## src/rtl/spi_master.sv

```systemverilog
// spi_master -- single-slave SPI master, mode 0 (SCLK idles low, MOSI changes
// on falling edges, both ends sample on rising edges), MSB first.
//
// Bytes are accepted through a valid/ready handshake. tx_last marks the final
// byte of a message: after it, ss_n is held low for one further SCLK half
// period, then released for one more half period before the next message can
// start. Without tx_last the master parks in WAIT with ss_n low and SCLK idle
// until the next byte is offered.
//
// Parameter:
//   CLK_DIV   SCLK half-period in clk cycles (2..255)
//
// Ports:
//   clk       system clock, rising-edge active
//   reset     asynchronous active-low reset
//   tx_valid  tx_data/tx_last are offered
//   tx_data   byte to transmit (MSB first)
//   tx_last   byte ends the message
//   tx_ready  byte accepted where tx_valid && tx_ready (IDLE or WAIT only)
//   miso      serial data from the slave
//   sclk      SPI clock (registered)
//   mosi      serial data to the slave (registered)
//   ss_n      slave select, active low (registered)
//   done      one-cycle pulse when a byte completes (registered)
//   rx_data   byte received on miso, valid with done
//
// Build option:
//   SPI_MISO_EN  when defined, miso is captured on SCLK rising edges and
//                presented on rx_data; otherwise rx_data is constant 0.

module spi_master #(
    parameter int unsigned CLK_DIV = 4
) (
    input  logic       clk,
    input  logic       reset,
    input  logic       tx_valid,
    input  logic [7:0] tx_data,
    input  logic       tx_last,
    output logic       tx_ready,
    input  logic       miso,
    output logic       sclk,
    output logic       mosi,
    output logic       ss_n,
    output logic       done,
    output logic [7:0] rx_data
);

    localparam logic [2:0] S_IDLE  = 3'd0;
    localparam logic [2:0] S_SETUP = 3'd1;
    localparam logic [2:0] S_SHIFT = 3'd2;
    localparam logic [2:0] S_WAIT  = 3'd3;
    localparam logic [2:0] S_HOLD  = 3'd4;
    localparam logic [2:0] S_GAP   = 3'd5;

    localparam logic [7:0] DIV_MAX = 8'(CLK_DIV - 1);

    logic [2:0] r_state;
    logic [7:0] r_div;
    logic [2:0] r_bit;
    logic [7:0] r_shift;
    logic       r_last;
    logic       r_sclk;
    logic       r_mosi;
    logic       r_ss_n;
    logic       r_fin;
    logic       r_done;

    logic       w_ready;
    logic       w_hs;
    logic       w_div_end;
    logic [7:0] w_rx_data;

    assign w_ready   = (r_state == S_IDLE) || (r_state == S_WAIT);
    assign w_hs      = tx_valid && w_ready;
    assign w_div_end = (r_div == DIV_MAX);

    assign tx_ready = w_ready;
    assign sclk     = r_sclk;
    assign mosi     = r_mosi;
    assign ss_n     = r_ss_n;
    assign done     = r_done;
    assign rx_data  = w_rx_data;

    always_ff @(posedge clk or negedge reset) begin
        if (!reset) begin
            r_state <= S_IDLE;
            r_div   <= '0;
            r_bit   <= '0;
            r_shift <= '0;
            r_last  <= 1'b0;
            r_sclk  <= 1'b0;
            r_mosi  <= 1'b0;
            r_ss_n  <= 1'b1;
            r_fin   <= 1'b0;
            r_done  <= 1'b0;
        end else begin
            // r_fin marks the last falling edge; done follows one cycle later
            // so that rx_data and done update together.
            r_fin  <= 1'b0;
            r_done <= r_fin;

            case (r_state)
                S_IDLE, S_WAIT: begin
                    if (w_hs) begin
                        r_shift <= tx_data;
                        r_mosi  <= tx_data[7];
                        r_last  <= tx_last;
                        r_ss_n  <= 1'b0;
                        r_div   <= '0;
                        r_bit   <= '0;
                        r_state <= S_SETUP;
                    end
                end

                S_SETUP: begin
                    if (w_div_end) begin
                        r_div   <= '0;
                        r_sclk  <= 1'b1;
                        r_state <= S_SHIFT;
                    end else begin
                        r_div <= r_div + 8'd1;
                    end
                end

                S_SHIFT: begin
                    if (w_div_end) begin
                        r_div  <= '0;
                        r_sclk <= ~r_sclk;
                        if (r_sclk) begin
                            // Falling edge: either the byte is finished or
                            // the next bit goes out on mosi.
                            if (r_bit == 3'd7) begin
                                r_bit   <= '0;
                                r_fin   <= 1'b1;
                                r_state <= r_last ? S_HOLD : S_WAIT;
                            end else begin
                                r_bit   <= r_bit + 3'd1;
                                r_mosi  <= r_shift[6];
                                r_shift <= {r_shift[6:0], 1'b0};
                            end
                        end
                    end else begin
                        r_div <= r_div + 8'd1;
                    end
                end

                S_HOLD: begin
                    if (w_div_end) begin
                        r_div   <= '0;
                        r_ss_n  <= 1'b1;
                        r_state <= S_GAP;
                    end else begin
                        r_div <= r_div + 8'd1;
                    end
                end

                S_GAP: begin
                    if (w_div_end) begin
                        r_div   <= '0;
                        r_mosi  <= 1'b0;
                        r_state <= S_IDLE;
                    end else begin
                        r_div <= r_div + 8'd1;
                    end
                end

                default: begin
                    r_state <= S_IDLE;
                end
            endcase
        end
    end

`ifdef SPI_MISO_EN
    logic [7:0] r_rx_shift;
    logic [7:0] r_rx_data;

    // miso is taken in the first clk cycle of each SCLK high phase; the slave
    // only changes it after the following falling edge.
    always_ff @(posedge clk or negedge reset) begin
        if (!reset) begin
            r_rx_shift <= '0;
            r_rx_data  <= '0;
        end else begin
            if ((r_state == S_SHIFT) && r_sclk && (r_div == '0)) begin
                r_rx_shift <= {r_rx_shift[6:0], miso};
            end
            if (r_fin) begin
                r_rx_data <= r_rx_shift;
            end
        end
    end

    assign w_rx_data = r_rx_data;
`else
    logic w_unused_miso;

    assign w_unused_miso = miso;
    assign w_rx_data     = '0;
`endif

endmodule

```

## config.mk

```make
export PLATFORM = sky130hd
export DESIGN_NAME = spi_master
export DESIGN_NICKNAME = d
export VERILOG_FILES = /design/src/rtl/spi_master.sv
export SDC_FILE = /design/constraint.sdc
export NUM_CORES = 1
export LEC_CHECK = 0
export BUFFER_PORTS_ARGS = -buffer_cell sky130_fd_sc_hd__clkbuf_2
export CORE_UTILIZATION = 40
export CTS_CLUSTER_SIZE = 12
export DETAILED_ROUTE_END_ITERATION = 10
export PLACE_DENSITY = 0.69
export SYNTH_ARGS = -nofsm -noshare
export SYNTH_HDL_FRONTEND = slang
export SYNTH_SLANG_ARGS = --single-unit
```

## constraint.sdc

```tcl
create_clock -name clk -period 3.3 [get_ports clk]
set_input_delay 0.33 -clock clk [delete_from_list [all_inputs] [get_ports clk]]
set_output_delay 0.33 -clock clk [all_outputs]
set_load 0.1 [all_outputs]
```

# Word-level counts from Yosys, hierarchy flattened
# Cells that the tools add are included.
[op_classes] n_mux=37 bitwise_logic=1 n_addsub=2 n_reduce_logical=18 n_eq_ne=15
[op_table] operator="2-to-1 mux 3 bit" count=12
[op_table] operator="2-to-1 mux 7 bit" count=4
[op_table] operator="2-to-1 mux 8 bit" count=2
[op_table] operator="!= test 2 bit, second input constant" count=8
[op_table] operator="case mux 8 bit (2 select lines)" count=1
[op_table] operator="case mux 3 bit (5 select lines)" count=1
[op_table] operator="case mux 7 bit (2 select lines)" count=1
[op_table] operator="2-to-1 mux 1 bit" count=12
[op_table] operator="== test 3 bit, second input constant" count=3
[op_table] operator="adder 8 x 1 -> 8 bit, second input constant" count=1
[op_table] operator="== test 8 x 2 -> 1 bit, second input constant" count=1
[op_table] operator="nonzero test 2 bit" count=4
[op_table] operator="AND reduction 7 bit" count=1
[op_table] operator="== test 3 x 2 -> 1 bit, second input constant" count=2
[op_table] operator="case mux 3 bit (2 select lines)" count=1
[op_table] operator="AND reduction 3 bit" count=2
[op_table] operator="AND reduction 6 bit" count=1
[op_table] operator="AND reduction 5 bit" count=1
[op_table] operator="case mux 1 bit (2 select lines)" count=2
[op_table] operator="AND reduction 2 bit" count=2
[op_table] operator="AND reduction 4 bit" count=1
[op_table] operator="OR reduction 4 bit" count=1
[op_table] operator="adder 3 x 1 -> 3 bit, second input constant" count=1
[op_table] operator="== test 3 x 1 -> 1 bit, second input constant" count=1
[op_table] operator="7 further kinds" count=7
[totals] output_inout_bits=13 input_bits=13 reg_bits=27

# Longest topological paths before layout
[depth] word_depth=5 mapped_depth=6 ltp_nobuf=6

# Worst setup path before layout
# No wires, ideal clock.
[synth_timing] path_type="register -> register" from="register r_state[1]" to="register r_last" required_ns=3.175 n_path_buf=1 path_stages_with_launch=6 setup_slack_ns=-0.317 period_less_slack_ns=3.617 arrival_ns=3.492 path_cell_list="dfrtp_1 buf_2 nor2b_1 nor3b_1 nand2_1 mux2_2"
[synth_between] elab_chain_len=4 word_cells_on_any_way=6
[synth_rtl] element="from (decl)" line_no="57" source="logic [2:0] r_state;"
[synth_rtl] element="from (signal assigned)" line_no="135" source="r_state <= r_last ? S_HOLD : S_WAIT;"
[synth_rtl] element="== test 3 x 2 -> 1 bit or logical NOT 3 bit (tied branches)" line_no="73" source="assign w_ready = (r_state == S_IDLE) || (r_state == S_WAIT);"
[synth_rtl] element="logical OR 1 bit (*)" line_no="73"
[synth_rtl] element="via tx_ready" line_no="39" source="output logic tx_ready,"
[synth_rtl] element="logical AND 1 bit (*)" line_no="74" source="assign w_hs = tx_valid && w_ready;"
[synth_rtl] element="AND reduction 2 bit (no line) (*)"
[synth_rtl] element="to (signal assigned)" line_no="107" source="r_last <= tx_last;"
[synth_rtl] element="to (decl)" line_no="61" source="logic r_last;"
# Mark *: on every way through the listed nets, which the timed path passes. The rest lies on a longest branch.
# A chain may end at the register's enable or synchronous reset.

# Worst setup path in the final report
[layout_timing] from="register r_state[1]" to="output port tx_ready"
[layout_between] elab_chain_len=2 word_cells_on_any_way=3
[layout_rtl] element="== test 3 x 2 -> 1 bit or logical NOT 3 bit (tied branches)" line_no="73"
[layout_rtl] element="logical OR 1 bit (*)" line_no="73"
[layout_rtl] element="to (decl)" line_no="39"
# Every way passes the cells marked *; elsewhere a longest branch is shown, timed or not.

==> run summary <==
Ys flop type - dfrtp_1
Worst-Skew Late Latency - 0.27 ns
RSZ-0062 raised after global routing - no
Global-route usage over all layers - 0.1538
Clk_skew - 0.003044 ns
H-tree depth - 1
Synth Instances - 173
WL/cell - 13.31 um
Cell Rows - 23
Outcome - finished with violations
Endpoints failing setup - 0
Fin nets - 203
Max-cap violations - 0
Post-Syn Area - 1654 um^2
Post-Layout Cell Count - 236
Via density - 5.415
CP max FO - 22
Sequential element share of the synthesized area - 0.4092
Gpl congestion - 0.8072
# fillers - 398
Slew HR - 0.5366
Dpl hpwl - 2180 um
DR vias - 1278
Clock Tree Buf Depth - 2
Clk slew on worst S/H paths - 0.10 ns
Post-synth top area share - 0.3933
Post-CTS Resized - 0
Antenna viol nets, final - 0
Vias in the first global route - 1120
Initial Utilization - 0.4165
Hold_buf cts - 0
Largest net degree at the start of global routing - 28
Flops & latches, synth - 27
Synth top cells by count - dfrtp_1, nand2_1, mux2_2, a21oi_1
Setup Crit Path Kind - reg -> out
Ant diodes - 0
PD cells - 865.7 nW/um^2
Area leader, netlist - dfrtp_1
Fin crit period - 2.335 ns
Die area - 4396 um^2
Netlist cell types - 45
Syn avg cell area - 9.561 um^2
Worst Hold Class - in -> async
Detailed Routing Iterations Pass 1 - 7
Total CTS buffers - 3
Leak pwr - 0.7974 nW
First-pass GRT wire length - 5278 um
Ranking of synthesized cells by area - dfrtp_1, mux2_2, nand2_1
Port bufs - 16
Fin. Hold Viols - 0
Clock tree sinks - 27
Post-Route WL - 3140 um
Grt ovf - 0
WP data arrival - 2.01 ns
Number of synthesized flops with an enable pin - 0
DRC - 2
Fin crit share - 0.7076
Slew Viols, Final - 0
Least-Margin Pin Slew - 0.6951 ns
Area of the core - 3971 um^2
Placed cell count - 232
Drt initial violations - 84
Share of layout cells above drive strength 1 - 0.2366
I/O pin count - 26
Overall power - 0.001564 W
Chip width - 66.31 um
Synth-to-Final Area Change - 9.228%
CP required - 2.97 ns
Postcts setup bufs - 0
Setup TNS - 0 ns
Failing checks - DRC
Worst IR Drop VDD - 0.6610 mV
Max Freq - 428.2 MHz
Die Height - 66.31 um
FFs w/ async S/R, synth - 1.000
Critical path endpoint category - primary output
Initial antenna violation count - 0
CTS root buf - clkbuf_8
Count leader, synth - dfrtp_1
Yosys warns - 0
Startpoint types - flip-flop
CTS tree - built
[worst max-delay path, cell delays in order, from the launching register on]
cell and delay (ns):
dfrtp_1 0.76, nand2b_1 0.27, nor3b_2 0.21, clkbuf_2 0.48
[layer usage]
layer / GRT usage / up-vias / routed length [um]
met5: 0 / - / 0
met4: 0.03191 / 0 / 17
met3: 0.02241 / 2 / 99
met2: 0.2181 / 27 / 1389
met1: 0.2420 / 606 / 1633
li1: - / 643 / -
[power by group]
group          leakage (nW)  total, W  internal [W]  switching [W]
Sequential            0.345  0.000564      0.000432       0.000132
Combinational         0.431  0.000805      0.000294       0.000510
Clock                0.0217  0.000195     0.0000858       0.000109
[cells by family after synthesis]
kind of cell / share of synthesized area
fa+ha+maj: 0.02270
other cells: 0.002267
mux: 0.09229
buf+inv: 0.07338
flops: 0.4092
simple gates: 0.2110
compound gates: 0.1891
[area by class of cell]
cell class	count	area (um^2)	area share
clock buffer	3	41.29	0.02285
inverter	6	22.52	0.01247
multi-input combinational	130	893.4	0.4945
timing repair buffer	19	102.6	0.05679
sequential	27	676.9	0.3747
tap	50	62.56	0.03463
clock inverter	1	7.507	0.004155
[layout by cell type, fill, tap and decap left out, types with 2 or more instances in the layout]
cell / count
o21ai_0: 5
a21oi_1: 9
mux2i_1: 4
mux2_2: 10
conb_1: 8
nor2b_1: 3
and3_1: 2
ha_1: 3
nor2_1: 5
buf_4: 3
nor3b_2: 2
nor4_2: 2
or4_1: 4
nor4_1: 2
nand3_1: 6
nand2_1: 25
inv_1: 6
nand2b_1: 3
o31ai_1: 8
dfrtp_1: 26
clkbuf_2: 16
nor3_1: 3
o221ai_1: 2
clkbuf_8: 3
a22o_1: 5
[sequential cells by signal (all words and copies together), names as in the netlist]
signal   count
mosi         1
r_bit        3
ss_n         1
r_state      3
sclk         1
r_fin        1
r_div        8
r_shift      7
done         1
r_last       1
[per-stage QoR]
stage	area (um^2)	utilization	hold slack [ns]	setup WS, ns
finish	1807	0.4549	0.07895	0.9649
CTS	1807	0.4549	0.1017	0.9599
floorplan	1685	-	0.03441	0.7634
global route	1807	0.4549	0.1378	0.8263
global placement	1758	0.4427	0.3328	1.074
detailed placement	1758	0.4427	0.3347	1.011
[path summary, 6_finish.rpt]
| kind | from | endpoint | slack [ns] | cells after the start |
|---|---|---|---|---|
| max in group asynchronous | reset | r_last | 2.78 | 1 |
| min in group clk | tx_last | r_last | 0.29 | 2 |
| setup reg to reg | r_div[0] | mosi | 0.99 | 5 |
| hold reg to reg | r_fin | done | 0.36 | 0 |
| hold / removal | reset | r_shift[2] | 0.08 | 1 |
| setup / recovery | r_state[1] | tx_ready | 0.96 | 3 |
No activity file was read; power rests on OpenSTA's default activity.
